$ cat src/rtl/eth_pkg.sv
// rtl/eth_pkg.sv - shared constants, state type and helpers for the Ethernet transmit frame path
package eth_pkg;

    localparam logic [7:0]  ETH_PREAMBLE  = 8'h55;
    localparam logic [7:0]  ETH_SFD       = 8'hD5;
    localparam logic [31:0] CRC32_POLY    = 32'h04C1_1DB7;
    localparam logic [31:0] CRC32_INIT    = 32'hFFFF_FFFF;
    localparam logic [31:0] CRC32_RESIDUE = 32'hC704_DD7B;

    localparam int ETH_PRE_LEN = 7;
    localparam int ETH_HDR_LEN = 14;
    localparam int ETH_FCS_LEN = 4;

    typedef enum logic [2:0] {
        IDLE,
        PRE,
        SFD,
        HDR,
        PAY,
        FCS,
        IFG
    } eth_tx_state_t;

    // Header byte idx (0..13) of DST_MAC, SRC_MAC, ETHERTYPE, each sent MSB byte first.
    function automatic logic [7:0] eth_hdr_byte(
        input logic [47:0] dst,
        input logic [47:0] src,
        input logic [15:0] etype,
        input logic [3:0]  idx
    );
        logic [111:0] hdr;
        hdr = {dst, src, etype} << {idx, 3'b000};
        return hdr[111:104];
    endfunction

    function automatic logic [7:0] bitrev8(input logic [7:0] b);
        logic [7:0] r;
        for (int i = 0; i < 8; i++) begin
            r[i] = b[7-i];
        end
        return r;
    endfunction

endpackage

$ cat src/rtl/crc32_d8.sv
// rtl/crc32_d8.sv - combinational byte-wide CRC-32 next state, MSB-aligned register, LSB-first data
module crc32_d8
    import eth_pkg::*;
(
    input  logic [31:0] crc_in,
    input  logic [7:0]  data,
    output logic [31:0] crc_out
);

    logic [31:0] crc_v;

    // Eight serial steps unrolled; data bit 0 enters first, matching wire order.
    always_comb begin
        crc_v = crc_in;
        for (int i = 0; i < 8; i++) begin
            if (crc_v[31] ^ data[i]) begin
                crc_v = {crc_v[30:0], 1'b0} ^ CRC32_POLY;
            end else begin
                crc_v = {crc_v[30:0], 1'b0};
            end
        end
        crc_out = crc_v;
    end

endmodule

$ cat src/rtl/eth_tx_frame.sv
// rtl/eth_tx_frame.sv - generates one complete Ethernet frame per start request, one byte per clk125
module eth_tx_frame
    import eth_pkg::*;
#(
    parameter logic [47:0] DST_MAC     = 48'hFFFF_FFFF_FFFF,
    parameter logic [47:0] SRC_MAC     = 48'h0200_0000_0001,
    parameter logic [15:0] ETHERTYPE   = 16'h88B5,
    parameter int          PAYLOAD_LEN = 46,
    parameter int          IFG_BYTES   = 12
) (
    input  logic        clk125,
    input  logic        rst,
    input  logic        start,
    output logic        busy,
    output logic        tx_en,
    output logic        tx_er,
    output logic [7:0]  tx_data,
    output logic [15:0] frame_cnt
);

    if (PAYLOAD_LEN < 46 || PAYLOAD_LEN > 1500) begin : g_bad_payload_len
        $error("eth_tx_frame: PAYLOAD_LEN must be within 46..1500");
    end
    if (IFG_BYTES < 12) begin : g_bad_ifg
        $error("eth_tx_frame: IFG_BYTES must be at least 12");
    end

    localparam logic [10:0] PRE_LAST = 11'(ETH_PRE_LEN - 1);
    localparam logic [10:0] HDR_LAST = 11'(ETH_HDR_LEN - 1);
    localparam logic [10:0] PAY_LAST = 11'(PAYLOAD_LEN - 1);
    localparam logic [10:0] FCS_LAST = 11'(ETH_FCS_LEN - 1);
    // The IDLE cycle that follows IFG is itself the last gap cycle, so held
    // start yields exactly IFG_BYTES idle cycles between frames.
    localparam logic [10:0] IFG_LAST = 11'(IFG_BYTES - 2);

    eth_tx_state_t state_q, state_d;
    logic [10:0]   cnt_q, cnt_d;
    logic [31:0]   crc_q, crc_d;
    logic [15:0]   frame_cnt_q, frame_cnt_d;
    logic          tx_en_q, tx_en_d;
    logic [7:0]    tx_data_q, tx_data_d;
    logic          busy_q, busy_d;

    logic [7:0]    byte_d;
    logic [31:0]   crc_next;
    logic [31:0]   fcs_word;

    crc32_d8 u_crc32_d8 (
        .crc_in  (crc_q),
        .data    (byte_d),
        .crc_out (crc_next)
    );

    assign fcs_word = ~crc_q;

    // Next state and byte counter; the counter restarts at every state change.
    always_comb begin
        state_d = state_q;
        cnt_d   = cnt_q + 11'd1;
        unique case (state_q)
            IDLE: begin
                cnt_d = '0;
                if (start) begin
                    state_d = PRE;
                end
            end
            PRE: begin
                if (cnt_q == PRE_LAST) begin
                    state_d = SFD;
                    cnt_d   = '0;
                end
            end
            SFD: begin
                state_d = HDR;
                cnt_d   = '0;
            end
            HDR: begin
                if (cnt_q == HDR_LAST) begin
                    state_d = PAY;
                    cnt_d   = '0;
                end
            end
            PAY: begin
                if (cnt_q == PAY_LAST) begin
                    state_d = FCS;
                    cnt_d   = '0;
                end
            end
            FCS: begin
                if (cnt_q == FCS_LAST) begin
                    state_d = IFG;
                    cnt_d   = '0;
                end
            end
            IFG: begin
                if (cnt_q == IFG_LAST) begin
                    state_d = IDLE;
                    cnt_d   = '0;
                end
            end
            default: begin
                state_d = IDLE;
                cnt_d   = '0;
            end
        endcase
    end

    // Byte for the state being entered, plus CRC, frame counter and output flags.
    always_comb begin
        byte_d = 8'h00;
        unique case (state_d)
            PRE: byte_d = ETH_PREAMBLE;
            SFD: byte_d = ETH_SFD;
            HDR: byte_d = eth_hdr_byte(DST_MAC, SRC_MAC, ETHERTYPE, cnt_d[3:0]);
            PAY: byte_d = cnt_d[7:0] ^ frame_cnt_q[7:0];
            FCS: begin
                // Complemented register is bit-reversed onto the wire, x^31 term first.
                unique case (cnt_d[1:0])
                    2'd0:    byte_d = bitrev8(fcs_word[31:24]);
                    2'd1:    byte_d = bitrev8(fcs_word[23:16]);
                    2'd2:    byte_d = bitrev8(fcs_word[15:8]);
                    default: byte_d = bitrev8(fcs_word[7:0]);
                endcase
            end
            default: byte_d = 8'h00;
        endcase

        crc_d = crc_q;
        if (state_d == SFD) begin
            crc_d = CRC32_INIT;
        end else if (state_d == HDR || state_d == PAY) begin
            crc_d = crc_next;
        end

        frame_cnt_d = frame_cnt_q;
        if (state_d == FCS && cnt_d == FCS_LAST) begin
            frame_cnt_d = frame_cnt_q + 16'd1;
        end

        tx_en_d   = (state_d == PRE) || (state_d == SFD) || (state_d == HDR) ||
                    (state_d == PAY) || (state_d == FCS);
        tx_data_d = tx_en_d ? byte_d : 8'h00;
        busy_d    = (state_d != IDLE);
    end

    // State, datapath and registered outputs.
    always_ff @(posedge clk125) begin
        if (rst) begin
            state_q     <= IDLE;
            cnt_q       <= '0;
            crc_q       <= CRC32_INIT;
            frame_cnt_q <= '0;
            tx_en_q     <= 1'b0;
            tx_data_q   <= 8'h00;
            busy_q      <= 1'b0;
        end else begin
            state_q     <= state_d;
            cnt_q       <= cnt_d;
            crc_q       <= crc_d;
            frame_cnt_q <= frame_cnt_d;
            tx_en_q     <= tx_en_d;
            tx_data_q   <= tx_data_d;
            busy_q      <= busy_d;
        end
    end

    assign busy      = busy_q;
    assign tx_en     = tx_en_q;
    assign tx_er     = 1'b0;
    assign tx_data   = tx_data_q;
    assign frame_cnt = frame_cnt_q;

endmodule

$ cat config.mk
export PLATFORM = sky130hd
export DESIGN_NAME = eth_tx_frame
export DESIGN_NICKNAME = d
export VERILOG_FILES = /design/src/rtl/eth_pkg.sv /design/src/rtl/crc32_d8.sv /design/src/rtl/eth_tx_frame.sv
export SDC_FILE = /design/constraint.sdc
export NUM_CORES = 1
export LEC_CHECK = 0
export CAP_MARGIN = 15
export CELL_PAD_IN_SITES_DETAIL_PLACEMENT = 0
export CELL_PAD_IN_SITES_GLOBAL_PLACEMENT = 1
export CORE_ASPECT_RATIO = 0.9
export CORE_UTILIZATION = 49
export DETAILED_ROUTE_END_ITERATION = 8
export GPL_TIMING_DRIVEN = 1
export PLACE_DENSITY_LB_ADDON = 0.1
export SLEW_MARGIN = 5
export SYNTH_ARGS = -nofsm -noshare
export SYNTH_HDL_FRONTEND = slang
export SYNTH_SLANG_ARGS = --single-unit
$ cat constraint.sdc
create_clock -name clk125 -period 8.2 [get_ports clk125]
set_input_delay 1.64 -clock clk125 [delete_from_list [all_inputs] [get_ports clk125]]
set_output_delay 1.64 -clock clk125 [all_outputs]
set_load 0.01 [all_outputs]
---- Yosys cells after proc, flatten, opt, wreduce, memory -nomap -nowiden ----
Index checks and enable logic that the tools add are counted.
W data, S select, Z words.
word-level totals
  register bits after elaboration ......... 72
  logic and storage cells ................. 82
  input port bits ......................... 3
  output and inout port bits .............. 27
cells by class
  reductions and logical operators ........ 11
  mux-type cells .......................... 23
  eq/ne operators ......................... 19
  add/sub/neg operators ................... 2
  bitwise logic cells ..................... 19
  shift-type cells ........................ 1
operators by type and width
  operator                   number
  $mux W27                   8
  $not A14 Y14               8
  $shl A112 B7 Y112 const A  1
  $mux W11                   5
  $pmux W11 S5               1
  $pmux W8 S5                1
  $not A32 Y32               1
  $pmux W8 S3                1
  $eq A11 B2 Y1 const B      2
  $eq A11 B4 Y1 const B      2
  $pmux W3 S7                1
  $mux W3                    6
  $add A16 B1 Y16 const B    1
  $eq A3 B3 Y1 const B       5
  $eq A3 B2 Y1 const B       4
  $add A11 B1 Y11 const B    1
  $eq A11 B3 Y1 const B      1
  $eq A11 B6 Y1 const B      1
  $xor A1 B1 Y1              8
  $xor A8 B8 Y8              1
  $eq A3 B1 Y1 const B       2
  $logic_or A1 B1 Y1         5
  $reduce_or A2 Y1           2
  $logic_not A3 Y1           1
  6 further kinds            6

---- Depth between registers and ports, before layout ----
Gate-level depths: netlist of the first run.
  depth in word-level cells ............... 22
  mapped depth ............................ 16

---- Cells and area by module ----
Synthesis of the first run repeated with hierarchy kept, for this count alone.
unflattened totals
  cell total of the unflattened synthesis .. 583
  area, all modules ....................... 4941.0 µm²
modules (own cells, without submodules)
  module        cells each  area an instance (µm²)  times used  seq. area each (µm²)
  eth_tx_frame  520         3951.3                  1           1441.4
  crc32_d8      63          989.7                   1           0.0

---- Worst setup path after synthesis of the first run ----
Ideal clock, no wire load.
  path kind ............................... in2reg
  start point ............................. input start
  end point ............................... register crc_q[13]
  stages .................................. 13
  setup time .............................. 0.127 ns
  path slack .............................. 4.350 ns
  arrival ................................. 3.722 ns
  cell sequence ........................... o21ai_0 -> and3_1 -> buf_4 -> and2_1 -> buf_6 -> buf_6 -> and3_1 -> a32oi_1 -> o211ai_4 -> xnor2_2 -> xor2_1 -> xnor2_1 -> o21ai_1
on the way
  word-level cells in the longest chain between the ends .. 16
  elaborated cells on any way between the ends .. 28
ends and longest elaborated chain
  element                               line                 text
  start: declaration                    eth_tx_frame.sv:13   input logic start,
  $mux W3 *                             eth_tx_frame.sv:63   if (start) begin
  $pmux W3 S7 *                         eth_tx_frame.sv:60   unique case (state_q)
  $eq A3 B3 Y1 (tied with other cells)  eth_tx_frame.sv:111  unique case (state_d)
  $pmux W8 S5                           eth_tx_frame.sv:111
  $xor A1 B1 Y1                         crc32_d8.sv:16       if (crc_v[31] ^ data[i]) begin
  $mux W27                              crc32_d8.sv:16
  $not A14 Y14 (no line)                -
  $mux W27 (2 in series)                crc32_d8.sv:16
  $not A14 Y14 (no line)                -
  $mux W27                              crc32_d8.sv:16
  $not A14 Y14 (no line)                -
  $mux W27                              crc32_d8.sv:16
  $not A14 Y14 (no line)                -
  $mux W27 (2 in series)                crc32_d8.sv:16
  end signal: assignment                eth_tx_frame.sv:159  crc_q <= crc_d;
  end: declaration                      eth_tx_frame.sv:38   logic [31:0] crc_q, crc_d;
Every way passes the cells marked *; elsewhere a longest branch is shown, timed or not.
A chain may end at the register's enable or synchronous reset.

---- Worst setup path after layout of the first run ----
  start point ............................. register cnt_q[0]
  end point ............................... register crc_q[26]
on the way
  word-level cells in the longest chain between the ends .. 14
  elaborated cells on any way between the ends .. 44
ends and longest elaborated chain
  element                                                                   line                 text
  start: declaration                                                        eth_tx_frame.sv:37   logic [10:0] cnt_q, cnt_d;
  start signal: assignment                                                  eth_tx_frame.sv:158  cnt_q <= cnt_d;
  parallel branches: the longest is 14 deep, another holds $add A11 B1 Y11  -
Several ways; the timed one is not identified.

==> Flow_metrics.wiki, run 1 <==
{| class="wikitable"
! Metric !! Value
|-
| Count of unique library cells instantiated by Yosys || 80
|-
| Number of cells on the critical path || 12
|-
| EDFF count, synth || 0
|-
| Antenna cell count || 0
|-
| Non-filler cells, final || 701
|-
| Slew of the pin with the lowest slew margin || 0.9035 ns
|-
| Total number of vias || 4121
|-
| Required time at the endpoint of the critical path || 8.43 ns
|-
| Placed cells || 685
|-
| Net count after synthesis || 573
|-
| Root buf cell || clkbuf_8
|-
| Status || finished clean
|-
| Number of gates resized after cts || 0
|-
| Clock buffer depth || 2
|-
| Combined area of all synthesized cells || 4823 sq um
|-
| Most frequent cells in the layout || dfxtp_1, nor2_1, a21oi_1
|-
| Max Clock Freq || 213.7 MHz
|-
| Switching share of power || 29.18%
|-
| Horizontal die dimension || 106.6 um
|-
| Count of final hold-check violations || 0
|-
| Startpoint of the lowest-slack register-to-register path || cnt_q[0]
|-
| Overall die height || roughly 96 um
|-
| Critical path buffer and inverter count || 0
|-
| Placeable core region || 9331 sq um
|-
| Setup repair bufs after CTS || 0
|-
| Placed wire-length estimate || between 9000 and 10000 um
|-
| Commonest non-fill, non-tap cell in the layout || dfxtp_1
|-
| Total number of yosys warnings || 0
|-
| Max-cap violation count || 0
|-
| Total power || slightly below 800 uW
|-
| RSZ-0062 raised after global routing || false
|-
| Number of cells on the worst reg-to-reg path || 12
|-
| Power density cells || 147.5 nW/um^2
|-
| Initial standard-cell utilization of the core || between 50% and 60%
|-
| Type of the worst min-delay path || flop to flop
|-
| Worst-path cell with the longest stage delay || dfxtp_1
|-
| CP Data Arrival Time || 4.91 ns
|-
| Clock network fraction of design power || around 36%
|-
| Max IR drop VDD || 0.1113 mV
|-
| Number of buffers added by the clock tree synthesis step || 9
|-
| Number of setup violations in the final report || 0
|-
| Worst-path cell chain || ha_1 > nand4bb_1 > a211oi_2 > nand2b_1 > and2_1 > nor4_2 > a221oi_2 > xnor2_2 > xnor2_4 > xnor2_1 > xor2_1 > o21ai_1
|-
| Initial drt markers || 292
|-
| Critical path class || flop to flop
|-
| Sequential share of power || a little under half
|-
| Clock insertion delay at the later pin of the skew report || approximately 0.36 ns
|-
| Antenna-violating nets left || 0
|-
| Number of port buffers || 28
|-
| Critical path startpoint category || flop
|-
| Post-detailed-routing wire length || 12960 um
|-
| Total Die Area || slightly above 10000 sq um
|-
| Post-synthesis sequential area ratio || 29.88%
|-
| Internal Dissipation || around 550 uW
|-
| TritonCTS clock tree || built
|-
| Number of buffers inserted for hold repair after clock tree synthesis || 0
|-
| Largest incremental delay on the critical path || 0.85 ns
|-
| Number of placed I/O pins || 30
|-
| Mapped Cells || approximately 570
|-
| Cell family with the largest share of critical-path delay || simple AND/OR/NAND/NOR gates
|-
| Detailed Routing Iterations Pass 1 || 5
|-
| Combinational group share of total power || approximately a fifth
|-
| Final weighted congestion in routability-driven placement || 0.9132
|-
| Antenna violations before repair || 0
|-
| CTS sink count || slightly above 70
|-
| Area added between synthesis and finish || 9.935%
|-
| Vias per Instance || a little under 6
|-
| Core Rows || 33
|-
| Post-CTS clock slew at the launch and capture registers of the worst setup and hold paths || approximately 0.08 ns
|-
| Average wire length per cell after detail routing || 18.48 um
|-
| Worst slew margin relative to its limit || roughly two fifths
|-
| Overflow after GRT || 0
|-
| Share of final-layout standard cells stronger than drive strength 1 || 11.05%
|-
| Worst Hold Launch || crc_q[27]
|-
| Wire length of the first global-routing pass || 20760 um
|-
| Worst flop-to-flop path endpoint || crc_q[26]
|-
| Number of pins with negative max-slew slack in the final report || 0
|-
| Total number of H-tree levels || 3
|-
| Hold path endpoint || crc_q[27]
|-
| Portion of the clock cycle consumed by the worst path in the final layout || 57.06%
|-
| Share of flip-flops with an asynchronous set or reset || 0%
|-
| Mean cell area of the mapped netlist || 8.522 sq um
|-
| CP Capture Type || flop
|-
| Static Leak || roughly 0.0019 uW
|-
| Global routing usage summed across all routing layers || 26.83%
|-
| Worst clock skew || around 0.0091 ns
|-
| Vias in the first global route || about 3700
|-
| Commonest register cell after synthesis || dfxtp_1
|-
| Pin count of the biggest net entering global routing || 49
|-
| Minimum setup slack among reg-to-reg paths || roughly 3.5 ns
|-
| Hold Path Depth || 2
|-
| Final critical delay including setup and external delays || 4.679 ns
|-
| NumNets Final || 581
|-
| Layout Utilization || 56.82%
|-
| Count of state elements after synthesis || 72
|-
| Setup TNS Final || 0 ns
|-
| Residual DRC || 0
|-
| Net switching power || 228.2 uW
|-
| Worst Path Max Fanout || 18
|}
-- worst min-delay path, cell delays in order, from the launching register on --
cell and delay (ns):
dfxtp_1 0.34, a21oi_1 0.06, o21ai_1 0.06
-- cells in the mapped netlist, types with 3 or more instances --
cell	instances	area, sq um
buf_4	3	22.52
nor4_1	3	18.77
a21oi_1	51	255.2
o21ai_0	30	150.1
nand3_1	12	60.06
xor2_4	3	82.58
a21o_1	4	30.03
and3_1	13	81.33
a31oi_1	5	31.28
o31ai_1	3	22.52
xnor2_2	10	162.7
o211ai_2	3	37.54
o211ai_1	5	37.54
clkbuf_1	24	90.09
o22a_1	3	26.28
xnor2_1	48	420.4
nand2b_1	5	31.28
inv_1	10	37.54
dfxtp_1	72	1441
o21ai_1	17	85.08
buf_6	5	56.30
a211o_1	3	26.28
or3_1	9	56.30
nand4_1	7	43.79
nor3_1	6	30.03
nor2_1	62	232.7
nor2b_1	7	43.79
nand2_1	34	127.6
xor2_1	32	280.3
and2_1	4	25.02
mux2i_1	6	60.06
ha_1	4	50.05
-- metrics by stage --
step           worst slack (ns)  hold WS [ns]  cell area [sq um]
2_1_floorplan             4.350        0.4450               4823
3_3_place_gp              3.290        0.4578               5106
3_5_place_dp              3.297        0.4680               5106
4_1_cts                   3.667        0.4871               5303
5_1_grt                   3.286        0.5263               5303
6_report                  3.521        0.4841               5303
-- worst max path at each step --
| stage | from | to | slack, ns |
|---|---|---|---|
| 5_1_grt | cnt_q[0] | crc_q[26] | 3.29 |
| 6_report | cnt_q[0] | crc_q[26] | 3.52 |
| 4_1_cts | start | crc_q[26] | 3.67 |
| 2_1_floorplan | start | crc_q[13] | 4.35 |
| 3_5_place_dp | start | crc_q[26] | 3.30 |
| 3_3_place_gp | start | crc_q[26] | 3.29 |
-- metal layers --
layer | GRT usage, % | vias to the layer above | part of all wire [%]
met1 | 38.32 | 1983 | 50
met4 | 6.393 | 0 | 0.96
met2 | 40.16 | 120 | 43
met5 | 0 | - | 0
met3 | 6.838 | 12 | 6.1
li1 | - | 2006 | -
-- sequential cells by signal, summed over array words and instances, names as in the netlist --
register   count
state_q        3
busy           1
crc_q         32
tx_data        8
frame_cnt     16
tx_en          1
cnt_q         11
-- logic make-up (layout without fill, tap and decap cells) --
kind of cell | after synthesis | after routing | synth area share (%)
mux | 7 | 7 | 1.479
simple gates | 181 | 181 | 19.30
fa+ha+maj | 4 | 4 | 1.038
flops | 72 | 72 | 29.88
compound gates | 160 | 160 | 22.80
other cells | 1 | 1 | 0.07775
buf+inv | 45 | 58 | 4.565
xor+xnor | 96 | 96 | 20.86
-- final cells by class --
cell class              count  area (sq um)
fillers                   865          4029
multi-input cells         449          3164
flip-flops and latches     72          1441
repair buffers             32         310.3
well taps                 122         152.6
clock buffers               9         123.9
clock inverters             7         72.57
inverters                  10         37.54
-- power groups by stage --
stage | combinational [uW] | sequential [uW] | clock (uW)
3_3_place_gp | 146 | 363 | 0
3_5_place_dp | 146 | 363 | 0
4_1_cts | 147 | 355 | 288
6_report | 148 | 355 | 279
2_1_floorplan | 118 | 363 | 0
5_1_grt | 160 | 355 | 302
Note: power is estimated with default switching activity, not from simulation.
==> run 2, diff against run 1 <==
Settings changed: CORE_UTILIZATION 49 to 41.
Clock period 8.2 ns to 3.9 ns, I/O delays scaled along.
==> run 2 against run 1 <==
Effect of this change:
- setup slack got worse by 3.4 ns
- via count is 1.2% higher
- die area up 19%
- sequential cell count is the same
- total power is 150% higher
- clock-buffer cell count increased by 5
- clock power rose to 3.1 times the previous value
- sequential power is 110% higher
- register-to-register slack lost 3.4 ns
- cell count increased by 8.0%
- maximum frequency grew 25%
- largest cell class unchanged
==> Flow_metrics.wiki, run 2 (synthesis results as in run 1) <==
{| class="wikitable"
! Metric !! Value
|-
| Final weighted congestion in routability-driven placement || 0.8842 (-3.2%)
|-
| CP Capture Type || flop
|-
| Antenna-violating nets left || 0 (unchanged)
|-
| Core Rows || 37 (+12%)
|-
| TritonCTS clock tree || built
|-
| Portion of the clock cycle consumed by the worst path in the final layout || 95.98% (+39 points)
|-
| Worst-path cell chain || buf_4 > nor4_1 > nand2_1 > or3_1 > a31o_2 > a21oi_1 > a221oi_2 > xnor2_2 > buf_4 > xnor2_4 > xnor2_1 > xor2_1 > o21ai_1
|-
| Commonest non-fill, non-tap cell in the layout || dfxtp_1
|-
| Wire length of the first global-routing pass || 21360 um (+2.9%)
|-
| Antenna cell count || 0 (unchanged)
|-
| Post-CTS clock slew at the launch and capture registers of the worst setup and hold paths || 0.06 ns (-0.02 ns)
|-
| Final critical delay including setup and external delays || 3.743 ns (-0.9355 ns)
|-
| Max Clock Freq || 267.1 MHz (+25%)
|-
| Horizontal die dimension || 116.3 um (+9.1%)
|-
| NumNets Final || 603 (+3.8%)
|-
| Total number of H-tree levels || 3 (unchanged)
|-
| Total power || 1939 uW (+150%)
|-
| Crit path top cell by count || buf_4
|-
| Power density cells || 343.9 nW/um^2 (+130%)
|-
| Worst slew margin relative to its limit || 49.25% (+9.7 points)
|-
| Status || finished clean
|-
| Most frequent cells in the layout || dfxtp_1, nor2_1, a21oi_1
|-
| Setup TNS Final || 0 ns (unchanged)
|-
| Placeable core region || 11430 sq um (+23%)
|-
| Largest reg by FF count || crc_q
|-
| Placed wire-length estimate || 10270 um (+6.7%)
|-
| Non-filler cells, final || 757 (+8.0%)
|-
| Global routing usage summed across all routing layers || 23.51% (-3.3 points)
|-
| Initial drt markers || 359 (+23%)
|-
| Number of setup violations in the final report || 0 (unchanged)
|-
| Initial standard-cell utilization of the core || 42.18% (-9.5 points)
|-
| Average wire length per cell after detail routing || 17.84 um (-3.5%)
|-
| Antenna violations before repair || 0 (unchanged)
|-
| Number of port buffers || 28 (unchanged)
|-
| Critical path startpoint category || flop
|-
| Vias per Instance || 5.510 (-6.3%)
|-
| Slew of the pin with the lowest slew margin || 0.7612 ns (-0.1422 ns)
|-
| Type of the worst min-delay path || flop to flop
|-
| Root buf cell || clkbuf_16
|-
| Worst Path Max Fanout || 8 (-10)
|-
| Flip-flop count of the largest register, all copies and words added || 32 (unchanged)
|-
| Cell family with the largest share of critical-path delay || simple AND/OR/NAND/NOR gates
|-
| Worst clock skew || 0.008277 ns (-0.0008559 ns)
|-
| Max IR drop VDD || 0.2047 mV (+84%)
|-
| CTS sink count || 72 (unchanged)
|-
| Overall die height || 104.9 um (+9.1%)
|-
| Post-detailed-routing wire length || 13500 um (+4.2%)
|-
| Vias in the first global route || 3850 (+3.3%)
|-
| Layout Utilization || 49.32% (-7.5 points)
|-
| Number of buffers added by the clock tree synthesis step || 9 (unchanged)
|-
| Area added between synthesis and finish || 16.91%
|-
| Number of placed I/O pins || 30 (unchanged)
|-
| Overflow after GRT || 0 (unchanged)
|-
| Residual DRC || 0 (unchanged)
|-
| Static Leak || 0.002058 uW (+9.0%)
|-
| Max-cap violation count || 0 (unchanged)
|-
| Worst-path cell with the longest stage delay || nor4_1
|-
| Clock buffer depth || 2 (unchanged)
|-
| RSZ-0062 raised after global routing || false
|-
| Pin count of the biggest net entering global routing || 49 (unchanged)
|-
| Total Die Area || 12200 sq um (+19%)
|-
| Critical path buffer and inverter count || 2 (+2)
|-
| Total number of vias || 4171 (+1.2%)
|-
| Largest incremental delay on the critical path || 0.60 ns (-0.25 ns)
|-
| Placed cells || 741 (+8.2%)
|-
| Clock insertion delay at the later pin of the skew report || 0.34 ns (-0.02 ns)
|-
| Required time at the endpoint of the critical path || 4.12 ns (-4.31 ns)
|-
| Setup repair bufs after CTS || 0 (unchanged)
|-
| Detailed Routing Iterations Pass 1 || 5 (unchanged)
|-
| Number of pins with negative max-slew slack in the final report || 0 (unchanged)
|-
| CP Data Arrival Time || 3.96 ns (-0.95 ns)
|-
| Count of final hold-check violations || 0 (unchanged)
|-
| Share of final-layout standard cells stronger than drive strength 1 || 14.31% (+3.3 points)
|-
| Critical path class || flop to flop
|}
==> run 2: cell types whose count changed in the layout (fill, tap and decap cells not counted), sizes merged <==
cell      before  now
buf            4   26
clkbuf         9   14
clkinv         4    1
clkinvlp       2    0
==> run 2: stage by stage <==
step | cell area [sq um] | hold slack [ns] | setup slack (ns)
floorplan | 4823 | 0.4450 | 0.2219
global placement | 5314 | 0.4670 | 0.1956
detailed placement | 5314 | 0.4732 | 0.2058
global route | 5639 | 0.5092 | 0.006061
finish | 5639 | 0.4820 | 0.1567
CTS | 5633 | 0.4861 | 0.2254
==> run 2: per-layer routing <==
layer,track usage (%),up-vias,part of all wire [%]
met5,0,-,0
met4,7.784,0,1.9
met3,4.814,24,5.0
met2,35.84,114,45
met1,32.70,1979,48
li1,-,2054,-
==> run 2: worst paths after layout <==
path             start         to  slack, ns  cells past startpoint
max           cnt_q[4]  crc_q[26]       0.16                     13
min reg2reg  crc_q[25]  crc_q[25]       0.48                      2
min          crc_q[25]  crc_q[25]       0.48                      2
max reg2reg   cnt_q[4]  crc_q[26]       0.16                     13
==> run 2: area by class of cell <==
cell class,count,area [sq um]
Fill cell,1127,5796
Tap cell,156,195.2
Multi-Input combinational cell,449,3171
Inverter,10,37.54
Clock inverter,2,35.03
Sequential cell,72,1441
Timing Repair Buffer,54,475.5
Clock buffer,14,284.0
==> run 2: power by group <==
part / internal (uW) / leakage [uW] / switching, uW / total (uW)
Combinational: 141 / 0.00132 / 182 / 322
Sequential: 742 / 0.000583 / 4.45 / 747
Clock: 564 / 0.000159 / 307 / 870
==> run 2: repair_timing <==
action	CTS	global route
gates resized for setup	0	1
hold buffers	0	0
endpoints found under the setup margin	0	2
==> run 2: tightest hold or removal path, stage by stage (launching register included) <==
cell      delay [ns]
dfxtp_1         0.32
nand2_1         0.05
o211ai_1        0.07
==> run 3, diff against run 2 <==
Settings changed: CAP_MARGIN 15 to 20, GPL_ROUTABILITY_DRIVEN set to 0.
==> run 3 against run 2 <==
Effect of this change:
- clock-buffer cell count down 1
- register-to-register slack gained 0.03 ns
- cell area barely moved
- critical endpoint is now crc_q[13]
- sequential power is essentially flat
- via count grew 0.24%
- highest routed layer unchanged
==> Flow_metrics.wiki, run 3 (synthesis results as in run 1) <==
{| class="wikitable"
! Metric !! Value
|-
| Status || finished clean
|-
| Worst flop-to-flop path endpoint || crc_q[13]
|-
| Flip-flop count of the largest register, all copies and words added || 32 (unchanged)
|-
| Share of final-layout standard cells stronger than drive strength 1 || 14.21% (-0.095 points)
|-
| Number of buffers added by the clock tree synthesis step || 9 (unchanged)
|-
| CP Capture Type || flop
|-
| Count of final hold-check violations || 0 (unchanged)
|-
| Most frequent cells in the layout || dfxtp_1, nor2_1, a21oi_1
|-
| Number of port buffers || 28 (unchanged)
|-
| Max-cap violation count || 0 (unchanged)
|-
| Post-Route Hold Slack || 0.4760 ns (-0.006022 ns)
|-
| Vias in the first global route || 4100 (+6.5%)
|-
| Average wire length per cell after detail routing || 17.98 um (+0.82%)
|-
| Total Die Area || 12200 sq um (unchanged)
|-
| CTS sink count || 72 (unchanged)
|-
| Antenna cell count || 0 (unchanged)
|-
| Overall die height || 104.9 um (unchanged)
|-
| Number of placed I/O pins || 30 (unchanged)
|-
| Number of cells on the worst reg-to-reg path || 14 (+1)
|-
| Placed wire-length estimate || 10260 um (about the same)
|-
| Antenna-violating nets left || 0 (unchanged)
|-
| Switching share of power || 24.75% (-0.66 points)
|-
| Sequential share of power || 37.3% (-1.2 points)
|-
| Critical path startpoint category || flop
|-
| Commonest non-fill, non-tap cell in the layout || dfxtp_1
|-
| Critical path class || flop to flop
|-
| Max IR drop VDD || 0.2404 mV (+17%)
|-
| Max Clock Freq || 269.0 MHz (+0.69%)
|-
| Core Rows || 37 (unchanged)
|-
| Wire length of the first global-routing pass || 22400 um (+4.9%)
|-
| Overflow after GRT || 0 (unchanged)
|-
| Detailed Routing Iterations Pass 1 || 5 (unchanged)
|-
| Startpoint of the lowest-slack register-to-register path || cnt_q[0]
|-
| Clock network fraction of design power || 46.7% (+1.8 points)
|-
| Clock insertion delay at the later pin of the skew report || 0.34 ns (about the same)
|-
| Hold path endpoint || crc_q[27]
|-
| Initial standard-cell utilization of the core || 42.18% (unchanged)
|-
| Non-filler cells, final || 754 (-0.40%)
|-
| Initial drt markers || 308 (-14%)
|-
| Number of buffers inserted for hold repair after clock tree synthesis || 0 (unchanged)
|-
| Area occupied by multi-input gates || 3168 sq um (about the same)
|-
| Antenna violations before repair || 0 (unchanged)
|-
| Total number of vias || 4181 (+0.24%)
|-
| Largest reg by FF count || crc_q
|-
| Placeable core region || 11430 sq um (unchanged)
|-
| Total number of H-tree levels || 3 (unchanged)
|-
| CP Data Arrival Time || 3.93 ns (-0.03 ns)
|-
| TritonCTS clock tree || built
|-
| Pin count of the biggest net entering global routing || 49 (unchanged)
|-
| RSZ-0062 raised after global routing || false
|-
| Power density cells || 354.9 nW/um^2 (+3.2%)
|-
| Residual DRC || 0 (unchanged)
|-
| NumNets Final || 601 (-0.33%)
|-
| Clock buffer depth || 2 (unchanged)
|-
| Required time at the endpoint of the critical path || 4.11 ns (about the same)
|-
| Setup TNS Final || 0 ns (unchanged)
|-
| Number of setup violations in the final report || 0 (unchanged)
|-
| Portion of the clock cycle consumed by the worst path in the final layout || 95.33% (-0.65 points)
|-
| Final critical delay including setup and external delays || 3.718 ns (-0.02549 ns)
|-
| Horizontal die dimension || 116.3 um (unchanged)
|-
| Setup repair bufs after CTS || 0 (unchanged)
|-
| Number of pins with negative max-slew slack in the final report || 0 (unchanged)
|-
| Combinational group share of total power || 16.0% (-0.6 points)
|-
| Vias per Instance || 5.545 (+0.64%)
|-
| Global routing usage summed across all routing layers || 24.42% (+0.91 points)
|-
| Minimum setup slack among reg-to-reg paths || 0.18 ns (+0.03 ns)
|-
| Static Leak || 0.002052 uW (-0.26%)
|-
| Hold Path Depth || 2 (unchanged)
|-
| Slew of the pin with the lowest slew margin || 0.7305 ns (-0.03079 ns)
|-
| Worst slew margin relative to its limit || 51.30% (+2.1 points)
|-
| Filler cells || 1133 (+0.53%)
|-
| Type of the worst min-delay path || flop to flop
|-
| Area added between synthesis and finish || 16.99% (about the same)
|-
| Worst clock skew || 0.004888 ns (-0.003389 ns)
|-
| Post-detailed-routing wire length || 13560 um (+0.42%)
|-
| Net switching power || 495.6 uW (+0.57%)
|-
| Number of gates resized after cts || 0 (unchanged)
|-
| Seq. cell area || 1441 sq um (unchanged)
|-
| Worst Path Max Fanout || 8 (unchanged)
|-
| Placed cells || 739 (-0.27%)
|-
| Post-CTS clock slew at the launch and capture registers of the worst setup and hold paths || 0.06 ns (about the same)
|-
| Root buf cell || clkbuf_16
|-
| Worst Hold Launch || crc_q[27]
|-
| Internal Dissipation || 1507 uW (+4.2%)
|}
run 3: worst max path at each step:
stage | slack (ns) | startpoint | depth (start not counted) | to
after CTS | 0.20 | cnt_q[5] | 12 | crc_q[13]
after global routing | 0.01 | cnt_q[0] | 14 | crc_q[12]
after floorplan | 0.22 | cnt_q[0] | 16 | crc_q[9]
final | 0.18 | cnt_q[0] | 14 | crc_q[13]
after detailed placement | 0.18 | start | 12 | crc_q[13]
after global placement | 0.21 | start | 12 | crc_q[13]
run 3: routing by layer:
metal	part of all wire (%)	vias to the layer above	wire length, um	track usage, %
li1	-	2045	-	-
met1	49	2010	6629	34.64
met2	45	115	6057	37.28
met3	5.4	11	728	4.698
met4	1.1	0	144	6.685
met5	0	-	0	0
run 3: layout make-up:
class	count	share of cell area (%)
inverter	10	0.6652
tap	156	3.459
timing repair buffer	52	8.160
multi-input combinational	449	56.14
clock buffer	13	4.967
clock inverter	2	1.064
sequential	72	25.54
run 3: critical path, stage by stage, from the launching register on:
cell	delay, ns
dfxtp_1	0.38
inv_1	0.11
ha_1	0.19
and3b_1	0.20
a2bb2oi_1	0.34
o211a_2	0.37
a21oi_1	0.13
buf_4	0.18
a211o_1	0.33
o221ai_4	0.22
xor2_4	0.37
xnor2_2	0.25
xor2_1	0.31
xnor2_1	0.16
o21ai_1	0.07
run 3: power groups by stage:
| stage | clock, uW | combinational, uW | sequential, uW |
|---|---|---|---|
| floorplan | 0 | 249 | 763 |
| global placement | 0 | 322 | 762 |
| detailed placement | 0 | 320 | 762 |
| CTS | 962 | 322 | 746 |
| global route | 985 | 349 | 747 |
| finish | 935 | 321 | 746 |
run 3: metrics by stage:
stage / worst slack (ns) / utilization [%] / total power [uW] / area, sq um
global route: 0.01242 / 49.35 / 2082 / 5643
detailed placement: 0.1846 / 46.34 / 1083 / 5299
finish: 0.1822 / 49.35 / 2003 / 5643
global placement: 0.2082 / 46.34 / 1084 / 5299
floorplan: 0.2219 / - / 1011 / 4823
CTS: 0.1996 / 49.32 / 2031 / 5639
